[src/rtl/change_dispenser.sv]
// Coin change dispenser: pays out change in 20- and 10-coins (greedy, twenties first)
// against a hopper handshake, tracking coin inventory and flagging shortage or ack timeout.
module change_dispenser #(
  parameter int INV_W       = 8,
  parameter int ACK_TIMEOUT = 15
) (
  input  logic             clk,
  input  logic             reset,
  input  logic             start,
  input  logic [3:0]       change_amt,
  input  logic             refill,
  input  logic [INV_W-1:0] refill_10,
  input  logic [INV_W-1:0] refill_20,
  input  logic             coin_ack,
  output logic [1:0]       coin_out,
  output logic             coin_valid,
  output logic             busy,
  output logic             done,
  output logic             error,
  output logic [INV_W-1:0] inv_10,
  output logic [INV_W-1:0] inv_20
);

  localparam int TW = (ACK_TIMEOUT < 2) ? 1 : $clog2(ACK_TIMEOUT + 1);
  localparam int CW = (INV_W > 4) ? INV_W : 4;

  typedef enum logic [2:0] {
    IDLE  = 3'd0,
    CHECK = 3'd1,
    DISP  = 3'd2,
    GAP   = 3'd3,
    DONE  = 3'd4,
    ERR   = 3'd5
  } state_t;

  state_t           state_r, state_s;
  logic [3:0]       amt_r, amt_s;
  logic [3:0]       rem20_r, rem20_s;
  logic [3:0]       rem10_r, rem10_s;
  logic [TW-1:0]    wait_r, wait_s;
  logic [INV_W-1:0] inv10_r, inv10_s;
  logic [INV_W-1:0] inv20_r, inv20_s;
  logic [1:0]       coin_out_r, coin_out_s;
  logic             valid_r, busy_r, done_r, error_r;
  logic             valid_s, busy_s, done_s, error_s;

  logic [3:0]       half_s, n20_s, n10_s;
  logic [CW-1:0]    inv10_ext_s, inv20_ext_s;
  logic             short_s;

  // Greedy split of the captured amount against the current inventory
  always_comb begin
    half_s      = {1'b0, amt_r[3:1]};
    inv10_ext_s = CW'(inv10_r);
    inv20_ext_s = CW'(inv20_r);
    if (CW'(half_s) <= inv20_ext_s) begin
      n20_s = half_s;
    end else begin
      n20_s = inv20_ext_s[3:0];
    end
    n10_s   = amt_r - {n20_s[2:0], 1'b0};
    short_s = (CW'(n10_s) > inv10_ext_s);
  end

  // Next-state, datapath and next-output decode
  always_comb begin
    state_s = state_r;
    amt_s   = amt_r;
    rem20_s = rem20_r;
    rem10_s = rem10_r;
    wait_s  = wait_r;
    inv10_s = inv10_r;
    inv20_s = inv20_r;
    case (state_r)
      IDLE: begin
        if (refill) begin
          inv10_s = refill_10;
          inv20_s = refill_20;
        end else begin
          inv10_s = inv10_r;
        end
        if (start) begin
          amt_s   = change_amt;
          state_s = CHECK;
        end else begin
          state_s = IDLE;
        end
      end
      CHECK: begin
        if (short_s) begin
          state_s = ERR;
        end else if (amt_r == 4'd0) begin
          state_s = DONE;
        end else begin
          rem20_s = n20_s;
          rem10_s = n10_s;
          wait_s  = TW'(0);
          state_s = DISP;
        end
      end
      DISP: begin
        if (coin_ack) begin
          // Decrements are guarded so a counter can never wrap below zero
          if (rem20_r != 4'd0) begin
            rem20_s = rem20_r - 4'd1;
            if (inv20_r != INV_W'(0)) begin
              inv20_s = inv20_r - INV_W'(1);
            end else begin
              inv20_s = inv20_r;
            end
          end else begin
            rem10_s = (rem10_r != 4'd0) ? (rem10_r - 4'd1) : 4'd0;
            if (inv10_r != INV_W'(0)) begin
              inv10_s = inv10_r - INV_W'(1);
            end else begin
              inv10_s = inv10_r;
            end
          end
          state_s = GAP;
        end else if (wait_r >= TW'(ACK_TIMEOUT - 1)) begin
          state_s = ERR;
        end else begin
          wait_s = wait_r + TW'(1);
        end
      end
      GAP: begin
        wait_s = TW'(0);
        if ((rem20_r != 4'd0) || (rem10_r != 4'd0)) begin
          state_s = DISP;
        end else begin
          state_s = DONE;
        end
      end
      DONE:    state_s = IDLE;
      ERR:     state_s = IDLE;
      default: state_s = IDLE;
    endcase

    valid_s    = (state_s == DISP);
    busy_s     = (state_s != IDLE);
    done_s     = (state_s == DONE);
    error_s    = (state_s == ERR);
    coin_out_s = (valid_s && (rem20_s != 4'd0)) ? 2'b01 : 2'b00;
  end

  // State, datapath and registered outputs
  always_ff @(posedge clk) begin
    if (reset) begin
      state_r    <= IDLE;
      amt_r      <= 4'd0;
      rem20_r    <= 4'd0;
      rem10_r    <= 4'd0;
      wait_r     <= TW'(0);
      inv10_r    <= INV_W'(0);
      inv20_r    <= INV_W'(0);
      coin_out_r <= 2'b00;
      valid_r    <= 1'b0;
      busy_r     <= 1'b0;
      done_r     <= 1'b0;
      error_r    <= 1'b0;
    end else begin
      state_r    <= state_s;
      amt_r      <= amt_s;
      rem20_r    <= rem20_s;
      rem10_r    <= rem10_s;
      wait_r     <= wait_s;
      inv10_r    <= inv10_s;
      inv20_r    <= inv20_s;
      coin_out_r <= coin_out_s;
      valid_r    <= valid_s;
      busy_r     <= busy_s;
      done_r     <= done_s;
      error_r    <= error_s;
    end
  end

  assign coin_out   = coin_out_r;
  assign coin_valid = valid_r;
  assign busy       = busy_r;
  assign done       = done_r;
  assign error      = error_r;
  assign inv_10     = inv10_r;
  assign inv_20     = inv20_r;

endmodule

[config.mk]
export PLATFORM = sky130hd
export DESIGN_NAME = change_dispenser
export DESIGN_NICKNAME = d
export VERILOG_FILES = /design/src/rtl/change_dispenser.sv
export SDC_FILE = /design/constraint.sdc
export NUM_CORES = 1
export LEC_CHECK = 0
export CAP_MARGIN = 5
export CORE_MARGIN = 1
export CORE_UTILIZATION = 56
export DETAILED_ROUTE_END_ITERATION = 10
export PLACE_DENSITY = 0.85
export SYNTH_ARGS = -nofsm -noshare
export SYNTH_HDL_FRONTEND = slang
export SYNTH_SLANG_ARGS = --single-unit
[constraint.sdc]
create_clock -name clk -period 10.5 [get_ports clk]
set_input_delay 2.625 -clock clk [delete_from_list [all_inputs] [get_ports clk]]
set_output_delay 2.625 -clock clk [all_outputs]
set_load 0.02 [all_outputs]
After elaboration in Yosys (flattened, before gate mapping):

Index checks and enable logic that the tools add are counted.

* $lt $le $gt $ge: 3
* add/subtract/negate cells: 6
* reductions and logical operators: 18
* multiplexer cells: 35
* equality and inequality tests: 16

Operators by type and width (number)
* two-way mux 8 bit: 8
* two-way mux 4 bit: 14
* case mux 8 bit (2 select lines): 2
* inequality test 2 bit (second input constant): 10
* AND reduction 5 bit: 4
* case mux 4 bit (2 select lines): 2
* nonzero test 8 bit: 2
* subtractor 8 x 1 -> 8 bit (second input constant): 2
* two-way mux 3 bit: 5
* case mux 3 bit (4 select lines): 1
* case mux 4 bit (3 select lines): 1
* nonzero test 4 bit: 3
* == test 3 x 2 -> 1 bit (second input constant): 3
* greater-than comparator 4 x 8 -> 1 bit: 1
* <= comparator 3 x 8 -> 1 bit: 1
* subtractor 4 x 1 -> 4 bit (second input constant): 2
* == test 3 bit (second input constant): 2
* nonzero test 3 bit: 2
* adder 4 x 1 -> 4 bit (second input constant): 1
* greater-or-equal comparator 4 bit (second input constant): 1
* logical NOT 4 bit: 1
* nonzero test 2 bit: 2
* subtractor 4 bit: 1
* == test 3 x 1 -> 1 bit (second input constant): 1
* 5 further kinds: 6

* logic and storage cells: 90
* output and inout port bits: 22
* input port bits: 25
* register bits: 41

Depth between registers and ports, before layout:

* depth after elaboration: 9
* gate-level depth with buffers: 16

Least setup slack after synthesis:

OpenSTA, ideal clock, no wires.

* kind: register to register
* from: reg inv20_r[4] (netlist: inv_20[4])
* to: reg coin_out_r[0] (netlist: coin_out[0])
* arrival: 3897 ps
* setup time: 125 ps
* path slack: 6478 ps
* cell stages (with the launch flop): 15
* data required time: 10375 ps
* path through: dfxtp_1 or4_4 a311o_1 a21oi_4 mux2i_1 ha_1 fa_1 xor2_1 ha_1 nand4_1 a21boi_0 a31o_2 a21oi_1 a211o_1 o41a_1

* longest elaborated chain between the ends: 9
* elaborated cells between the ends (all ways): 13
* those cells by class: add/sub: 1; order compare: 2; eq/ne: 1; mux: 7; reduce/logical: 2

Ends and longest elaborated chain
* from (decl): line 42 `logic [INV_W-1:0] inv20_r, inv20_s;`
* from (signal assigned): line 168 `inv20_r <= inv20_s;`
* <= comparator 3 x 8 -> 1 bit *: line 56 `if (CW'(half_s) <= inv20_ext_s) begin`
* two-way mux 4 bit *: line 56
* subtractor 4 bit: line 61 `n10_s = amt_r - {n20_s[2:0], 1'b0};`
* greater-than comparator 4 x 8 -> 1 bit: line 62 `short_s = (CW'(n10_s) > inv10_ext_s);`
* two-way mux 3 bit / two-way mux 4 bit (equally long branches): line 90 `if (short_s) begin`
* case mux 3 bit (4 select lines) / case mux 4 bit (2 select lines) (equally long branches): line 74 `case (state_r)`
* == test 3 x 2 -> 1 bit / nonzero test 4 bit (equally long branches): line 139, 143
* logical AND 1 bit *: line 143 `coin_out_s = (valid_s && (rem20_s != 4'd0)) ? 2'b01 : 2'b00;`
* two-way mux 1 bit *: line 143
* to (signal assigned): line 169 `coin_out_r <= coin_out_s;`
* to (decl): line 43 `logic [1:0] coin_out_r, coin_out_s;`

Every way passes the cells marked *; elsewhere a longest branch is shown, timed or not.
A chain may end at the register's enable or synchronous reset.

Final worst setup path:

* from: in coin_ack
* to: reg inv10_r[0] (netlist: inv_10[0])

* longest elaborated chain between the ends: 2

Ends and longest elaborated chain
* from (decl): line 14 `input logic coin_ack,`
* inequality test 2 bit (no source line)
* AND reduction 5 bit (no source line)
* to (signal assigned): line 167 `inv10_r <= inv10_s;`
* to (decl): line 41 `logic [INV_W-1:0] inv10_r, inv10_s;`

Every way passes these cells.

==> results by group <==
Pwr
  • Clock group share of total power: 11.4%
  • Power per cell area: approximately 310 nW/um^2
  • Comb pwr share: about three fifths
  • P_int: around 480 uW
  • Switching pwr: 452 uW
  • Sw Share: 48.5%
  • Leakage: about 1.1 nW
  • Pwr Total: 933 uW
  • Peak supply drop: between 0.15 and 0.2 mV
  • Seq pwr share: roughly 28%

Global route
  • Global route overflow: 0
  • Met1 usage: roughly a third
  • Met2 global-route usage: 49.0%
  • Grt met3 use: 5.17%
  • Largest net degree at the start of global routing: 36
  • GRT Total Usage: 28.4%
  • GRT busiest layer: met2
  • Vias in the first global route: between 2000 and 2500
  • First-pass GRT wire length: roughly 9.8 mm
  • Antenna violations before repair: 0

Timing
  • Worst Hold Margin: approximately 0.51 ns
  • Final setup vio count: 0
  • Final Hold Vio Count: 0
  • Fin crit period: between 4 and 5 ns
  • Unrepaired setup endpoints after global routing: false
  • Max transition margin: 25.0%
  • Max-slew violations: 0
  • Setup TNS: 0 ns
  • F_max: between 200 and 250 MHz
  • Setup WS post-layout: between 5 and 6 ns
  • Skew final: roughly 0.0066 ns
  • Final worst path period share: between 40% and 50%
  • Least-Margin Pin Slew: approximately 1.1 ns

Hold path
  • Min-delay src: inv_20[7]$_SDFFE_PP0P_
  • Cells on Worst Hold Path: 2
  • Hold Path Class: reg2reg
  • Hold Crit Endpoint: inv_20[7]$_SDFFE_PP0P_

Drt
  • Drt first pass iters: 4
  • Final ANT Viol Nets: 0
  • WL final: 6.17 mm
  • Routed length per placed instance: ~15 um
  • Initial DRC count: just under 200
  • Vias/cell: 6.10
  • Vias: roughly 2500
  • DRC: 0

Status
  • Status: finished, final reports clean

Yosys
  • Area of the mapped netlist: approximately 2400 um^2
  • Flops & latches, synth: 40
  • Synth top area cells: dfxtp_1 33%, ha_1 6.7%, o21ai_0 6.2%, a21oi_1 5.6%, nor2_1 5.1%
  • Post-synth EDFFs: 0
  • Area fraction of the dominant cell type after synthesis: approximately a third
  • Area leader, netlist: dfxtp_1
  • Area share of fa/ha/maj cells after synthesis: about 7.5%
  • Ys async rst share: 0%
  • Register area share after synthesis: around 33%
  • Ys Warns: 0
  • Most common library cells after synthesis: 40 x dfxtp_1, 33 x nor2_1, 30 x o21ai_0
  • Unique cell type count in the Yosys netlist: 54
  • Cells after synthesis: 313
  • Syn Area/Cell: approximately 7.8 um^2
  • Mux contribution to synthesized area: under 10%
  • Post-Synth XOR/XNOR Area: 0.722%
  • Synth Area in Simple Gates: about 23%
  • Top FF cell, synth: dfxtp_1
  • Compound-Gate Fraction of Synth Area: roughly 28%
  • Main combinational cell family by area after synthesis: compound AO/OA/AOI/OAI gates
  • Net Count, Synth: approximately 350
  • Most frequent cell after synthesis: dfxtp_1

Clock tree
  • Post-CTS Setup Inserts: 0
  • CTS H-tree lvls: 2
  • TritonCTS clock tree: yes
  • PostCTS Resize Cnt: 0
  • Clock transition at path regs: approximately 0.080 ns
  • Later-pin clock latency in the skew report: ~0.3 ns
  • CTS Buffer Depth: 2
  • Clock Sinks: 40
  • Hold_buf cts: 0
  • CTS root buf: clkbuf_8
  • Num CTS Buffers: 5

Floorplanning
  • CORE AREA: between 4000 and 5000 um^2
  • Num ports: 47
  • Die Ht: 67.8 um
  • Row cnt: 23
  • Initial core utilization: about three fifths
  • Die ar.: approximately 4600 um^2
  • Die width: 67.8 um

Place
  • Hpwl dp: between 4 and 5 mm
  • GP Congestion: 0.939
  • Cells after DPL: roughly 400
  • Placement Cell Area: 2900 um^2
  • Worst slack, placed: approximately 5.5 ns
  • # port buffers: 45

Setup path
  • Worst Path Required: about 11 ns
  • Top delay family on crit path: compound AO/OA/AOI/OAI gates
  • Worst path arrival time: about 5.0 ns
  • Crit-path max cell delay: 0.84 ns
  • Critical path's slowest cell: a21oi_1
  • CP Capture Type: flip-flop
  • Worst path buffer plus inverter count: 1
  • R2R depth: 14
  • R2r endpoint: coin_out[0]$_SDFF_PP0_
  • Worst-path cell chain: clkdlybuf4s50_1, o311ai_0, a21oi_1, o21ai_0, a221oi_1
  • Startpoint Class: input port
  • Maximum fanout along the worst path: 16
  • Worst R2R Setup Slack: about 6.2 ns
  • FF-to-FF Start: inv_20[4]$_SDFFE_PP0P_
  • Crit Path Class: in2reg

Flow run
  • Maxcap violations: 0

Final layout
  • Final Cell Area: between 2000 and 3000 um^2
  • Antenna cells: 0
  • P&R area growth vs syn: 23.2%
  • Post-route insts no fill: between 400 and 500
  • Fillers: about 340
  • Layout cells sized above 1: ~5.4%
  • Fin nets: 390
  • Post-layout util: around 73%
cell families (layout without fill, tap and decap cells):
kind of cell,count (synthesis),after routing
flops,40,40
simple gates,110,110
buf+inv,35,74
other cells,1,1
compound gates,106,106
fa+ha+maj,14,14
xor+xnor,2,2
mux,5,5
state kept, by name, indices dropped and copies added (netlist names), 3 cells and up:
register and cells:
inv_10 8, inv_20 8, amt_r 4, rem10_r 4, rem20_r 4, wait_r 4
state_r 3
layout make-up:
cell class              instances  area [um^2]  area share (%)
repair buffers                 48          473            15.8
multi-input cells             238         1500            50.0
inverters                      18         67.6            2.26
clock buffers                   8         90.1            3.01
flip-flops and latches         40          801            26.8
well taps                      50         62.6            2.09
worst register-to-register path, stage by stage (launching register included):
cell      delay (ns)
dfxtp_1         0.37
or4_4           0.56
a311o_1         0.39
a21oi_4         0.19
mux2i_1         0.13
ha_1            0.21
fa_1            0.38
xor2_1          0.18
ha_1            0.33
nand4_1         0.14
a21boi_0        0.13
a31oi_1         0.34
nor2_1          0.13
a211o_1         0.34
o41a_1          0.41
placed cells by master, fill, tap and decap left out, types with 3 or more instances in the layout:
master | synthesis | routed
or4_1 | 4 | 4
dfxtp_1 | 40 | 40
or3_1 | 5 | 5
o22ai_1 | 3 | 3
a31oi_1 | 5 | 5
a221oi_1 | 3 | 3
clkdlybuf4s50_1 | 0 | 45
ha_1 | 13 | 13
buf_4 | 1 | 3
mux2i_1 | 5 | 5
a22oi_1 | 6 | 6
nor3_1 | 10 | 10
nor2b_1 | 6 | 6
a211oi_1 | 8 | 8
and2_1 | 3 | 3
nand2_1 | 24 | 24
o211ai_1 | 3 | 3
or3b_2 | 3 | 3
a21oi_1 | 27 | 27
o311ai_0 | 3 | 3
nand2b_1 | 3 | 3
inv_1 | 18 | 18
clkbuf_8 | 0 | 6
o21ai_0 | 30 | 30
nor2_1 | 33 | 33
nand3_1 | 6 | 6
power groups by stage:
stage | registers, mW | logic [mW] | clock network [mW]
after floorplan | 0.274 | 0.376 | 0
after global placement | 0.259 | 0.544 | 0
after detailed placement | 0.260 | 0.560 | 0
after CTS | 0.258 | 0.563 | 0.108
after global routing | 0.267 | 0.628 | 0.113
final | 0.259 | 0.569 | 0.106
worst max path at each step:
| stage | slack, ns | cells after the start | start | endpoint |
|---|---|---|---|---|
| after floorplan | 6.48 | 14 | inv_20[4]$_SDFFE_PP0P_ | coin_out[0]$_SDFF_PP0_ |
| after global placement | 5.64 | 6 | coin_ack | inv_10[6]$_SDFFE_PP0P_ |
| after detailed placement | 5.47 | 5 | coin_ack | inv_10[0]$_SDFFE_PP0P_ |
| after CTS | 5.76 | 5 | coin_ack | inv_10[0]$_SDFFE_PP0P_ |
| after global routing | 5.48 | 5 | coin_ack | inv_10[0]$_SDFFE_PP0P_ |
| final | 5.75 | 5 | coin_ack | inv_10[0]$_SDFFE_PP0P_ |
metal layers:
layer	routed length, um	share of wire (%)
met1	2670	43
met2	3020	49
met3	384	6.2
met4	88	1.4
met5	0	0
Power figures use the tool's default switching activity.
